<file path="src/rtl/fsm_arb_pkg.sv">
// rtl/fsm_arb_pkg.sv - shared sizes, state type and one-hot helper for the round-robin arbiter
package fsm_arb_pkg;

   localparam int NUM_REQ = 4;
   localparam int IDX_W   = 2;

   typedef enum logic {
      IDLE  = 1'b0,
      GRANT = 1'b1
   } state_t;

   function automatic logic [NUM_REQ-1:0] onehot(input logic [IDX_W-1:0] idx);
      logic [NUM_REQ-1:0] v;
      v      = '0;
      v[idx] = 1'b1;
      return v;
   endfunction

endpackage

</file>
<file path="src/rtl/fsm_rr_arbiter_rr_pick.sv">
// rtl/fsm_rr_arbiter_rr_pick.sv - combinational round-robin picker
// Scans last+1, last+2, ... modulo NUM_REQ and returns the first eligible agent.
module rr_pick
   import fsm_arb_pkg::*;
(
   input  logic [NUM_REQ-1:0] eligible,
   input  logic [IDX_W-1:0]   last,
   output logic               any,
   output logic [IDX_W-1:0]   pick
);

   logic [IDX_W-1:0] w_idx;

   always_comb begin
      any   = 1'b0;
      pick  = '0;
      w_idx = '0;
      for (int i = 1; i <= NUM_REQ; i++) begin
         w_idx = last + IDX_W'(i);
         if (!any && eligible[w_idx]) begin
            any  = 1'b1;
            pick = w_idx;
         end
      end
   end

endmodule

</file>
<file path="src/rtl/fsm_rr_arbiter.sv">
// rtl/fsm_rr_arbiter.sv - four-requester round-robin arbiter with grant-hold timeout
// A timed-out agent stays locked out until it drops its request.
module fsm_rr_arbiter
   import fsm_arb_pkg::*;
#(
   parameter int MAX_HOLD = 8,
   parameter int CNT_W    = 4
)(
   input  logic               clock,
   input  logic               reset,
   input  logic [NUM_REQ-1:0] req,
   output logic [NUM_REQ-1:0] gnt,
   output logic               gnt_valid,
   output logic [IDX_W-1:0]   gnt_id,
   output logic               timeout,
   output logic [NUM_REQ-1:0] lockout
);

   localparam logic [CNT_W-1:0] HOLD_MAX = CNT_W'(MAX_HOLD);
   localparam logic [CNT_W-1:0] HOLD_ONE = CNT_W'(1);

   state_t             r_state,     w_state;
   logic [NUM_REQ-1:0] r_gnt,       w_gnt;
   logic               r_gnt_valid;
   logic [IDX_W-1:0]   r_gnt_id,    w_gnt_id;
   logic               r_timeout,   w_timeout;
   logic [NUM_REQ-1:0] r_lockout,   w_lockout;
   logic [CNT_W-1:0]   r_hold_cnt,  w_hold_cnt;
   logic [IDX_W-1:0]   r_last,      w_last;

   logic               w_any;
   logic [IDX_W-1:0]   w_pick;

   rr_pick u_rr_pick (
      .eligible (req & ~r_lockout),
      .last     (r_last),
      .any      (w_any),
      .pick     (w_pick)
   );

   always_comb begin
      w_state    = r_state;
      w_gnt      = r_gnt;
      w_gnt_id   = r_gnt_id;
      w_timeout  = 1'b0;
      w_lockout  = r_lockout & req;
      w_hold_cnt = r_hold_cnt;
      w_last     = r_last;
      case (r_state)
         IDLE: begin
            w_gnt = '0;
            if (w_any) begin
               w_gnt      = onehot(w_pick);
               w_gnt_id   = w_pick;
               w_hold_cnt = HOLD_ONE;
               w_state    = GRANT;
            end
         end
         GRANT: begin
            if (!req[r_gnt_id]) begin
               w_gnt   = '0;
               w_last  = r_gnt_id;
               w_state = IDLE;
            end else if (MAX_HOLD != 0 && r_hold_cnt == HOLD_MAX) begin
               w_gnt               = '0;
               w_timeout           = 1'b1;
               w_lockout[r_gnt_id] = 1'b1;
               w_last              = r_gnt_id;
               w_state             = IDLE;
            end else if (MAX_HOLD == 0) begin
               w_hold_cnt = HOLD_ONE;
            end else if (r_hold_cnt != HOLD_MAX) begin
               w_hold_cnt = r_hold_cnt + HOLD_ONE;
            end
         end
         default: begin
            w_gnt   = '0;
            w_state = IDLE;
         end
      endcase
   end

   always_ff @(posedge clock) begin
      if (reset) begin
         r_state     <= IDLE;
         r_gnt       <= '0;
         r_gnt_valid <= 1'b0;
         r_gnt_id    <= '0;
         r_timeout   <= 1'b0;
         r_lockout   <= '0;
         r_hold_cnt  <= '0;
         r_last      <= IDX_W'(NUM_REQ - 1);
      end else begin
         r_state     <= w_state;
         r_gnt       <= w_gnt;
         r_gnt_valid <= |w_gnt;
         r_gnt_id    <= w_gnt_id;
         r_timeout   <= w_timeout;
         r_lockout   <= w_lockout;
         r_hold_cnt  <= w_hold_cnt;
         r_last      <= w_last;
      end
   end

   assign gnt       = r_gnt;
   assign gnt_valid = r_gnt_valid;
   assign gnt_id    = r_gnt_id;
   assign timeout   = r_timeout;
   assign lockout   = r_lockout;

endmodule

</file>
<file path="config.mk">
export PLATFORM = sky130hd
export DESIGN_NAME = fsm_rr_arbiter
export DESIGN_NICKNAME = d
export VERILOG_FILES = /design/src/rtl/fsm_arb_pkg.sv /design/src/rtl/fsm_rr_arbiter_rr_pick.sv /design/src/rtl/fsm_rr_arbiter.sv
export SDC_FILE = /design/constraint.sdc
export NUM_CORES = 1
export LEC_CHECK = 0
export ABC_AREA = 0
export CAP_MARGIN = 40
export CORE_MARGIN = 8
export CORE_UTILIZATION = 40
export DETAILED_ROUTE_END_ITERATION = 10
export DONT_BUFFER_PORTS = 1
export PLACE_DENSITY = 0.52
export SYNTH_ARGS = -nofsm -noshare
export SYNTH_HDL_FRONTEND = slang
export SYNTH_SLANG_ARGS = --single-unit
</file>
<file path="constraint.sdc">
create_clock -name clock -period 2.41 [get_ports clock]
set_input_delay 0.3615 -clock clock [delete_from_list [all_inputs] [get_ports clock]]
set_output_delay 0.3615 -clock clock [all_outputs]
set_load 0.005 [all_outputs]
</file>
==> results of run 1 <==
[layout by cell type, fill, tap and decap left out, drive strengths merged]
master / netlist / routed
a221oi: 1 / 1
nor4: 1 / 1
mux2: 2 / 2
a221o: 1 / 1
nand2: 11 / 11
o21ai: 3 / 3
a31oi: 2 / 2
mux4: 1 / 1
nor2: 12 / 12
buf: 2 / 1
nand2b: 3 / 3
nand3b: 1 / 1
and2: 2 / 2
a22oi: 3 / 3
ha: 2 / 2
a21oi: 6 / 6
clkbuf: 2 / 4
nor4bb: 1 / 1
or3b: 1 / 1
inv: 8 / 8
nor3: 7 / 7
nand3: 1 / 1
and3: 1 / 1
or3: 1 / 1
o221ai: 1 / 1
dfxtp: 19 / 19
a211o: 1 / 1
o32ai: 1 / 1
nor2b: 5 / 5
or4: 1 / 1
xor2: 2 / 2
a211oi: 2 / 2
[report_power, final]
part | internal [mW] | switching, mW | leakage, nW
clock | 0.0644 | 0.0985 | 0.0150
sequential | 0.333 | 0.0225 | 0.155
combinational | 0.0413 | 0.0511 | 0.189
total | 0.439 | 0.172 | 0.359
[per-stage QoR]
step	setup slack [ns]	util (%)	instances
3_5_place_dp	0.709	42.5	132
5_1_grt	0.527	43.7	136
3_3_place_gp	0.747	42.5	132
6_report	0.726	43.7	136
2_1_floorplan	0.615	-	107
4_1_cts	0.702	43.7	136
[routing by layer]
| metal | global-route usage (%) | up-vias | routed length (µm) | part of all wire, % |
|---|---|---|---|---|
| li1 | - | 376 | - | - |
| met1 | 12.1 | 352 | 864 | 43 |
| met2 | 16.8 | 19 | 928 | 46 |
| met3 | 4.18 | 6 | 155 | 7.8 |
| met4 | 6.41 | 0 | 48 | 2.4 |
| met5 | 0 | - | 0 | 0 |
[worst max-delay path by stage]
stage | endpoint | cells past startpoint
after floorplan | r_hold_cnt[1] | 6
after global placement | r_hold_cnt[0] | 5
final | r_hold_cnt[0] | 5
after detailed placement | r_hold_cnt[0] | 5
after CTS | r_hold_cnt[0] | 5
after global routing | r_hold_cnt[0] | 5
[flip-flops by register name, summed over array words and instances (netlist names)]
name,cells
gnt,4
r_last,2
r_state,1
gnt_valid,1
lockout,4
gnt_id,2
r_hold_cnt,4
timeout,1
[final cells by class]
| cell class | count | area, µm² |
|---|---|---|
| clock buffer | 4 | 26.3 |
| fill | 238 | 1230 |
| inverter | 8 | 30.0 |
| multi-input combinational | 76 | 478 |
| sequential | 19 | 380 |
| tap | 28 | 35.0 |
| timing repair buffer | 1 | 7.51 |
[critical path, delay by kind of cell (launching register included)]
| family | cells | cell delay, ns |
|---|---|---|
| DFF | 1 | 0.35 |
| and+or+nand+nor | 3 | 0.48 |
| AOI/OAI and AO/OA | 2 | 0.76 |
[cell families (layout without fill, tap and decap cells)]
family / Yosys count / after routing / synth area share (%)
AND/OR/NAND/NOR: 48 / 48 / 26.8
flip-flops: 19 / 19 / 41.4
buffers and inverters: 12 / 13 / 6.54
XOR/XNOR: 2 / 2 / 1.91
multiplexers: 3 / 3 / 4.90
AO/OA/AOI/OAI: 21 / 21 / 15.7
adder cells (fa/ha/maj): 2 / 2 / 2.72
==> summary.txt, run 1 <==
Global route
  • Pin count of the biggest net entering global routing: 17
  • Via count of the first global-routing pass: 754
  • GRT Resource Usage Total: 10.8%
  • Overflow left after global routing: 0
  • Initial antenna violation count: 0
  • Global-route wire length before repair: 3550 µm

Status
  • Status: complete, no violations

Critical path
  • Type of origin of the critical path: flip-flop
  • Cell Chain, Critical Path: nor2b_1, nor2_1, a31oi_1, nor3_1, a211oi_1
  • Crit path from: lockout[1]
  • Critical Setup Path Class: flip-flop to flip-flop
  • Crit path largest cell delay: 0.55 ns
  • Element type at the critical path end: flip-flop
  • Peak fanout along the critical path: 9
  • Cell with the biggest individual delay on the critical path: sky130_fd_sc_hd__a31oi_1
  • Required time at the endpoint of the critical path: 2.63 ns
  • FF-to-FF Start: lockout[1]
  • Arrival time reported for the critical path endpoint: 1.90 ns
  • Flop2flop setup slack: 0.73 ns
  • Count of cells along the worst register-to-register path: 5
  • Endpoint of the most critical register-to-register path: r_hold_cnt[0]

Clock network
  • Clock tree from TritonCTS: built
  • Count of cells resized by post-cts repair: 0
  • Clock transition at the registers of the reported paths: 0.11 ns
  • Clock root buffer: sky130_fd_sc_hd__clkbuf_4
  • Number of buffers inserted for hold repair after clock tree synthesis: 0
  • Sink Count: 19
  • # Post-CTS Setup Buffers: 0
  • Inserted Clock Buffers: 3
  • Maximum number of buffers from clock root to sink: 2
  • Depth of the CTS H-tree: 1
  • Worst skew pair latency: 0.30 ns

Placement
  • Hpwl dp: 1530 µm
  • Global placement routability congestion: 0.842
  • Standard cell area after detailed placement: 931 µm²
  • Port Buf Inserts: 0

Synthesis
  • Library cells used by synthesis: 33
  • Largest cells by area after synthesis: sky130_fd_sc_hd__dfxtp_1 41%, sky130_fd_sc_hd__nor2_1 4.9%, sky130_fd_sc_hd__nand2_1 4.5%
  • EDFF count, synth: 0
  • Post-synth top flop: sky130_fd_sc_hd__dfxtp_1
  • Post-synth design cell area: 918 µm²
  • Share of the yosys chip area belonging to registers: 41.4%
  • Number of warnings printed during yosys synthesis: 0
  • Avg Inst Size Synth: 8.58 µm²
  • Synthesized instance count: 107
  • Asr flop ratio synth: 0%
  • Most numerous cell in the Yosys netlist: sky130_fd_sc_hd__dfxtp_1
  • Share of the synthesized area in the top cell type: 41.4%
  • Largest area contributor in the netlist: sky130_fd_sc_hd__dfxtp_1
  • Net count of the mapped netlist: 115
  • Top cells by instance count after synthesis: 19 x sky130_fd_sc_hd__dfxtp_1, 12 x sky130_fd_sc_hd__nor2_1, 11 x sky130_fd_sc_hd__nand2_1
  • Flip-flop and latch count after synthesis: 19

STA
  • Largest clock skew in the final design: 0.00571 ns
  • Setup TNS: 0 ns
  • Number of endpoints with negative hold slack in the final report: 0
  • Final setup fails: 0
  • Worst relative slew slack: 55.2%
  • Period Utilization, post-route: 69.9%
  • Transition time at the pin with the least slew margin: 0.669 ns
  • Worst slack on hold paths: 0.115 ns
  • Top achievable clock speed: 594 MHz
  • Final Critical Period: 1.68 ns
  • Final-report max-slew violation count: 0
  • Setup repair after global routing missed its margin: no

Die
  • Top-level port count: 18
  • Placeable core region: 2190 µm²
  • Die Area: 4090 µm²
  • Row count: 17
  • Chip Width: 63.9 µm
  • Initial core utilization: 41.9%
  • Die outline height: 63.9 µm

Worst hold path
  • Hold Crit Class: input pin to flip-flop
  • Instance count along the most critical hold path: 1
  • Destination of the worst hold path: r_hold_cnt[1]
  • Beginning of the worst hold path: reset

Power and ir drop
  • Post-layout total power: 0.611 mW
  • PD cells: 638 nW/µm²
  • Static leakage: 0.359 nW
  • Maximum resistive drop on vdd: 0.360 mV

Drt
  • Vias per cell: 5.54
  • Per-cell routed wire length: 14.7 µm
  • DRC errors left: 0
  • Total length of routed wires: 2000 µm
  • Detailed-routing iteration count for the pre-antenna-repair pass: 4
  • Via count of the routed design: 753
  • Count of antenna-violating nets left after detailed routing: 0
  • Initial detailed-routing violation count: 21

Cells and area
  • Layout overhead on the synthesized area: 4.22%
  • Number of diodes added for antenna fixing: 0
  • Post-layout net count: 117
  • Share of cells above drive strength 1: 9.26%
  • Total non-filler cell area in the finished layout: 957 µm²

Flow run
  • Max-cap violation count: 0
(Power assumes the default switching activity.)
==> run 2: changes to the inputs <==
--- a/config.mk
+++ b/config.mk
@@ -11,7 +11,7 @@
 export CORE_UTILIZATION = 40
 export DETAILED_ROUTE_END_ITERATION = 10
 export DONT_BUFFER_PORTS = 1
-export PLACE_DENSITY = 0.52
+export PLACE_DENSITY = 0.54
 export SYNTH_ARGS = -nofsm -noshare
 export SYNTH_HDL_FRONTEND = slang
 export SYNTH_SLANG_ARGS = --single-unit
==> constraint.sdc (replaced) <==
create_clock -name clock -period 1.4 [get_ports clock]
set_input_delay 0.21 -clock clock [delete_from_list [all_inputs] [get_ports clock]]
set_output_delay 0.21 -clock clock [all_outputs]
set_load 0.005 [all_outputs]
==> summary.txt, run 2 (synthesis gave the netlist of run 1 again) <==
Cells and area
  • Final Util: 56.4% (+13 points)
  • Post-Layout Cell Count: 160 (+18%)
  • Most used cells in the layout excluding fill and tap cells: 24 x sky130_fd_sc_hd__buf_4, 15 x sky130_fd_sc_hd__dfxtp_1, 11 x sky130_fd_sc_hd__nor2_1
  • Number of filler cells placed in the layout: 207 (-13%)
  • Share of cells above drive strength 1: 43.2% (+34 points)
  • Number of diodes added for antenna fixing: 0 (unchanged)
  • Layout overhead on the synthesized area: 34.5%
  • Combined flip-flop and latch cell area: 385 µm² (+1.3%)
  • Post-layout net count: 141 (+21%)
  • Multi-input logic area: 567 µm² (+19%)
  • Leading cell type in the layout, fill and taps excluded: sky130_fd_sc_hd__buf_4

Drt
  • Detailed-routing iteration count for the pre-antenna-repair pass: 4 (unchanged)
  • DRC errors left: 0 (unchanged)
  • Vias per cell: 5.20 (-6.1%)
  • Total length of routed wires: 2380 µm (+19%)
  • Count of antenna-violating nets left after detailed routing: 0 (unchanged)
  • Initial detailed-routing violation count: 24 (+14%)
  • Per-cell routed wire length: 14.9 µm (+1.2%)
  • Via count of the routed design: 832 (+10%)

Critical path
  • Cell Chain, Critical Path: mux4_2, and3_4, or3_4, a21oi_2
  • Element type at the critical path end: flip-flop
  • Flop2flop setup slack: -0.17 ns (-0.89 ns)
  • Required time at the endpoint of the critical path: 1.64 ns (-0.99 ns)
  • Critical Setup Path Class: flip-flop to flip-flop
  • Buffers and inverters on the worst path: 0 (unchanged)
  • Peak fanout along the critical path: 4 (-5)
  • Crit path largest cell delay: 0.51 ns (-0.04 ns)
  • Largest delay share family, worst path: simple AND/OR/NAND/NOR gates
  • Cell with the biggest individual delay on the critical path: sky130_fd_sc_hd__mux4_2
  • Logic depth of the worst setup path including buffers: 4 (-1)
  • Type of origin of the critical path: flip-flop
  • Arrival time reported for the critical path endpoint: 1.80 ns (-0.10 ns)
  • Count of cells along the worst register-to-register path: 4 (-1)

Placement
  • Port Buf Inserts: 0 (unchanged)
  • Placed Cells: 153 (+16%)
  • Hpwl dp: 1680 µm (+9.7%)
  • Global placement routability congestion: 0.851 (+1.1%)

Global route
  • Overflow left after global routing: 0 (unchanged)
  • Initial antenna violation count: 0 (unchanged)
  • Via count of the first global-routing pass: 830 (+10%)
  • Pin count of the biggest net entering global routing: 17 (unchanged)
  • GRT Resource Usage Total: 11.5% (+0.71 points)
  • Global-route wire length before repair: 3750 µm (+5.8%)

Clock network
  • Clock tree from TritonCTS: built
  • Inserted Clock Buffers: 3 (unchanged)
  • Sink Count: 19 (unchanged)
  • Depth of the CTS H-tree: 1 (unchanged)
  • Clock root buffer: sky130_fd_sc_hd__clkbuf_4
  • Worst skew pair latency: 0.30 ns (about the same)
  • Maximum number of buffers from clock root to sink: 2 (unchanged)
  • Clock transition at the registers of the reported paths: 0.11 ns (about the same)

Power and ir drop
  • PD cells: 943 nW/µm² (+48%)
  • Static leakage: 0.501 nW (+40%)
  • Maximum resistive drop on vdd: 0.688 mV (+91%)

STA
  • Largest clock skew in the final design: 0.00183 ns (-0.00388 ns)
  • Top achievable clock speed: 638 MHz (+7.5%)
  • Final Critical Period: 1.57 ns (-0.118 ns)
  • Final-report max-slew violation count: 0 (unchanged)
  • Worst relative slew slack: 83.0% (+28 points)
  • Min setup slack post-route: -0.166 ns (-0.892 ns)
  • Worst slack on hold paths: -0.0441 ns (-0.159 ns)
  • Transition time at the pin with the least slew margin: 0.255 ns (-0.414 ns)
  • Period Utilization, post-route: 112% (+42 points)
  • Number of endpoints with negative hold slack in the final report: 10 (+10)
  • Final setup fails: 15 (+15)
  • Setup repair after global routing missed its margin: yes

Die
  • Die Area: 4090 µm² (unchanged)
  • Row count: 17 (unchanged)
  • Die outline height: 63.9 µm (unchanged)
  • Top-level port count: 18 (unchanged)
  • Initial core utilization: 41.9% (unchanged)
  • Chip Width: 63.9 µm (unchanged)
  • Placeable core region: 2190 µm² (unchanged)

Status
  • Status: complete, but fails checks
  • Violations in the final reports: negative hold slack, negative setup slack

Flow run
  • Max-cap violation count: 0 (unchanged)

Worst hold path
  • Instance count along the most critical hold path: 1 (unchanged)
  • Hold Crit Class: input pin to flip-flop
[run 2: cell count changes in the layout (fill, tap and decap cells not counted), sizes merged]
cell  delta
buf     +24
[run 2: path summary, 6_finish.rpt]
check,startpoint,end
worst min-delay path,reset,r_hold_cnt[0]
worst min register to register,gnt[0],gnt[0]
worst max register to register,gnt_id[0],r_hold_cnt[1]
worst max-delay path,gnt_id[0],r_hold_cnt[1]
[run 2: where the power goes]
| part | total [mW] | internal, mW | switching (mW) |
|---|---|---|---|
| Sequential | 0.605 | 0.576 | 0.0293 |
| Combinational | 0.281 | 0.144 | 0.137 |
| Clock | 0.278 | 0.111 | 0.167 |
[run 2: area by class of cell]
type,instances,share of cell area [%]
repair buffers,25,15.5
clock buffers,4,2.13
inverters,8,2.43
flip-flops and latches,19,31.2
well taps,28,2.84
multi-input cells,76,45.9
[run 2: what timing repair did]
action                                  in CTS  in global routing
gates resized for setup                     12                  7
buffers inserted                             1                  2
endpoints found under the hold margin       11                 11
endpoints found under the setup margin      15                 18
pin swaps                                    2                  7
[run 2: metal layers]
metal	track usage [%]	vias to the layer above	wire, µm
met5	0	-	0
met4	3.90	0	24
met3	5.40	4	153
met2	18.9	17	1180
met1	12.6	388	1020
li1	-	423	-
[run 2: worst reg2reg max path: stages (launching register included)]
cell	delay, ns
sky130_fd_sc_hd__dfxtp_2	0.35
sky130_fd_sc_hd__mux4_2	0.51
sky130_fd_sc_hd__and3_4	0.21
sky130_fd_sc_hd__or3_4	0.32
sky130_fd_sc_hd__a21oi_2	0.12
[run 2: per-stage QoR]
step | power (mW) | setup slack, ns | cell area [µm²] | setup TNS [ns] | hold WS (ns)
finish | 1.16 | -0.166 | 1230 | -1.23 | -0.0441
detailed placement | 0.856 | -0.137 | 1110 | -0.777 | 0.278
global placement | 0.856 | -0.111 | 1110 | -0.553 | 0.276
CTS | 1.16 | -0.165 | 1190 | -1.03 | -0.0505
global route | 1.24 | -0.199 | 1230 | -2.30 | -0.0773
floorplan | 0.767 | -0.366 | 936 | -1.93 | 0.304
==> run 3: changes to the inputs <==
--- a/config.mk
+++ b/config.mk
@@ -12,6 +12,7 @@
 export DETAILED_ROUTE_END_ITERATION = 10
 export DONT_BUFFER_PORTS = 1
 export PLACE_DENSITY = 0.54
+export SKIP_CTS_REPAIR_TIMING = 1
 export SYNTH_ARGS = -nofsm -noshare
 export SYNTH_HDL_FRONTEND = slang
 export SYNTH_SLANG_ARGS = --single-unit
==> summary.txt, run 3 (synthesis gave the netlist of run 1 again) <==
Status
  • Status: complete, but fails checks
  • Violations in the final reports: negative hold slack, negative setup slack

Global route
  • Global-route wire length before repair: 3610 µm (-3.9%)
  • Pin count of the biggest net entering global routing: 17 (unchanged)
  • GRT Resource Usage Total: 11.0% (-0.43 points)
  • Initial antenna violation count: 0 (unchanged)
  • Via count of the first global-routing pass: 793 (-4.5%)
  • Overflow left after global routing: 0 (unchanged)

STA
  • Worst slack on hold paths: -0.0448 ns (-0.000754 ns)
  • Number of endpoints with negative hold slack in the final report: 10 (unchanged)
  • Worst relative slew slack: 83.2% (+0.18 points)
  • Top achievable clock speed: 649 MHz (+1.7%)
  • Min setup slack post-route: -0.140 ns (+0.0260 ns)
  • Final Critical Period: 1.54 ns (-0.0260 ns)
  • Setup repair after global routing missed its margin: yes
  • Final-report max-slew violation count: 0 (unchanged)
  • Period Utilization, post-route: 110% (-1.9 points)
  • Final setup fails: 14 (-1)
  • Transition time at the pin with the least slew margin: 0.252 ns (-0.00276 ns)
  • Largest clock skew in the final design: 0.000872 ns (-0.000957 ns)

Cells and area
  • Number of diodes added for antenna fixing: 0 (unchanged)
  • Number of filler cells placed in the layout: 215 (+3.9%)
  • Combined flip-flop and latch cell area: 384 µm² (-0.32%)
  • Layout overhead on the synthesized area: 30.0%
  • Share of cells above drive strength 1: 38.0% (-5.2 points)
  • Total non-filler cell area in the finished layout: 1190 µm² (-3.3%)
  • Leading cell type in the layout, fill and taps excluded: sky130_fd_sc_hd__buf_4
  • Post-layout net count: 138 (-2.1%)
  • Multi-input logic area: 553 µm² (-2.4%)
  • Most used cells in the layout excluding fill and tap cells: 22 x sky130_fd_sc_hd__buf_4, 16 x sky130_fd_sc_hd__dfxtp_1, 12 x sky130_fd_sc_hd__nor2_1

Clock network
  • Maximum number of buffers from clock root to sink: 2 (unchanged)
  • Clock transition at the registers of the reported paths: 0.10 ns (about the same)
  • Inserted Clock Buffers: 3 (unchanged)
  • Clock root buffer: sky130_fd_sc_hd__clkbuf_4
  • Worst skew pair latency: 0.29 ns (about the same)
  • Sink Count: 19 (unchanged)
  • Clock tree from TritonCTS: built
  • Depth of the CTS H-tree: 1 (unchanged)

Drt
  • Routed wl met3: 136 µm (-11%)
  • Count of antenna-violating nets left after detailed routing: 0 (unchanged)
  • Wl on met1: 1020 µm (-0.20%)
  • Topmost layer with routed signal wires: met4
  • Via count of the routed design: 817 (-1.8%)
  • Total length of routed wires: 2320 µm (-2.5%)
  • Detailed-routing iteration count for the pre-antenna-repair pass: 4 (unchanged)
  • Routed wire length on met2: 1150 µm (-2.8%)
  • Initial detailed-routing violation count: 38 (+58%)
  • DRC errors left: 0 (unchanged)
  • Per-cell routed wire length: 14.8 µm (-0.66%)
  • Vias per cell: 5.20 (about the same)

Power and ir drop
  • Cell internal power dissipation: 0.824 mW (-0.83%)
  • PD cells: 964 nW/µm² (+2.2%)
  • Part of the power in registers: 52.6% (+0.6 points)
  • Gate power share: 23.3% (-0.8 points)
  • Maximum resistive drop on vdd: 0.678 mV (-1.5%)
  • Net switching fraction of the power: 28.4% (-0.27 points)
  • Power share of the clock group: 24.1% (+0.2 points)
  • Static leakage: 0.482 nW (-3.8%)
  • Total net switching power: 0.326 mW (-2.1%)

Die
  • Initial core utilization: 41.9% (unchanged)
  • Die Area: 4090 µm² (unchanged)
  • Placeable core region: 2190 µm² (unchanged)
  • Row count: 17 (unchanged)
  • Top-level port count: 18 (unchanged)
  • Die outline height: 63.9 µm (unchanged)
  • Chip Width: 63.9 µm (unchanged)

Placement
  • Port Buf Inserts: 0 (unchanged)
  • Global placement routability congestion: 0.851 (unchanged)
  • Standard cell area after detailed placement: 1110 µm² (unchanged)
  • Hpwl dp: 1680 µm (unchanged)

Critical path
  • Required time at the endpoint of the critical path: 1.64 ns (about the same)
  • Critical Setup Path Class: flip-flop to flip-flop
  • Arrival time reported for the critical path endpoint: 1.78 ns (-0.02 ns)
  • Type of origin of the critical path: flip-flop
  • Element type at the critical path end: flip-flop
  • Peak fanout along the critical path: 4 (unchanged)

Worst hold path
  • Hold Crit Class: input pin to flip-flop

Flow run
  • Max-cap violation count: 0 (unchanged)
## run 3: cell types whose count changed in the layout (fill, tap and decap cells not counted)
cell	before	now
sky130_fd_sc_hd__a21oi_1	4	5
sky130_fd_sc_hd__a21oi_2	2	1
sky130_fd_sc_hd__buf_4	24	22
sky130_fd_sc_hd__buf_6	1	0
sky130_fd_sc_hd__dfxtp_1	15	16
sky130_fd_sc_hd__dfxtp_2	4	3
sky130_fd_sc_hd__nand2_1	9	10
sky130_fd_sc_hd__nand2_2	2	1
sky130_fd_sc_hd__nor2_1	11	12
sky130_fd_sc_hd__nor2_2	1	0
sky130_fd_sc_hd__nor3_1	4	5
sky130_fd_sc_hd__nor3_2	3	2
## run 3: cell type report
type	count	area share (%)
inverter	8	2.52
clock buffer	4	2.20
multi-input combinational	76	46.3
sequential	19	32.2
tap	28	2.94
timing repair buffer	22	13.8
## run 3: critical path, cell delays in order, from the launching register on
cell and delay [ns]:
sky130_fd_sc_hd__dfxtp_2 0.35, sky130_fd_sc_hd__mux4_2 0.50, sky130_fd_sc_hd__and3_4 0.21, sky130_fd_sc_hd__or3_4 0.32
sky130_fd_sc_hd__a21oi_2 0.11
## run 3: path summary, 6_finish.rpt
check / start / to / slack, ns / depth (start not counted)
hold / removal: reset / r_hold_cnt[0] / -0.04 / 1
setup / recovery: gnt_id[0] / r_hold_cnt[1] / -0.14 / 4
setup reg to reg: gnt_id[0] / r_hold_cnt[1] / -0.14 / 4
hold reg to reg: gnt[0] / gnt[0] / 0.50 / 2
## run 3: per-stage QoR
stage	instances	power (mW)	setup TNS (ns)	setup slack (ns)	util [%]
2_1_floorplan	107	0.767	-1.93	-0.366	-
3_3_place_gp	153	0.856	-0.553	-0.111	50.5
3_5_place_dp	153	0.856	-0.777	-0.137	50.5
4_1_cts	157	1.14	-1.10	-0.165	51.7
5_1_grt	157	1.23	-2.08	-0.187	54.5
6_report	157	1.15	-0.913	-0.140	54.5
## run 3: power by group through the flow
stage          registers, mW  clock network, mW  logic (mW)
6_report               0.605              0.278       0.268
5_1_grt                0.611              0.320       0.295
4_1_cts                0.604              0.289       0.242
3_5_place_dp           0.616                  0       0.240
3_3_place_gp           0.616                  0       0.240
2_1_floorplan          0.612                  0       0.154
## run 3: per-layer routing
layer | vias to the layer above | track usage, %
li1 | 417 | -
met4 | 0 | 3.34
met1 | 383 | 12.4
met5 | - | 0
met2 | 15 | 18.1
met3 | 2 | 5.23
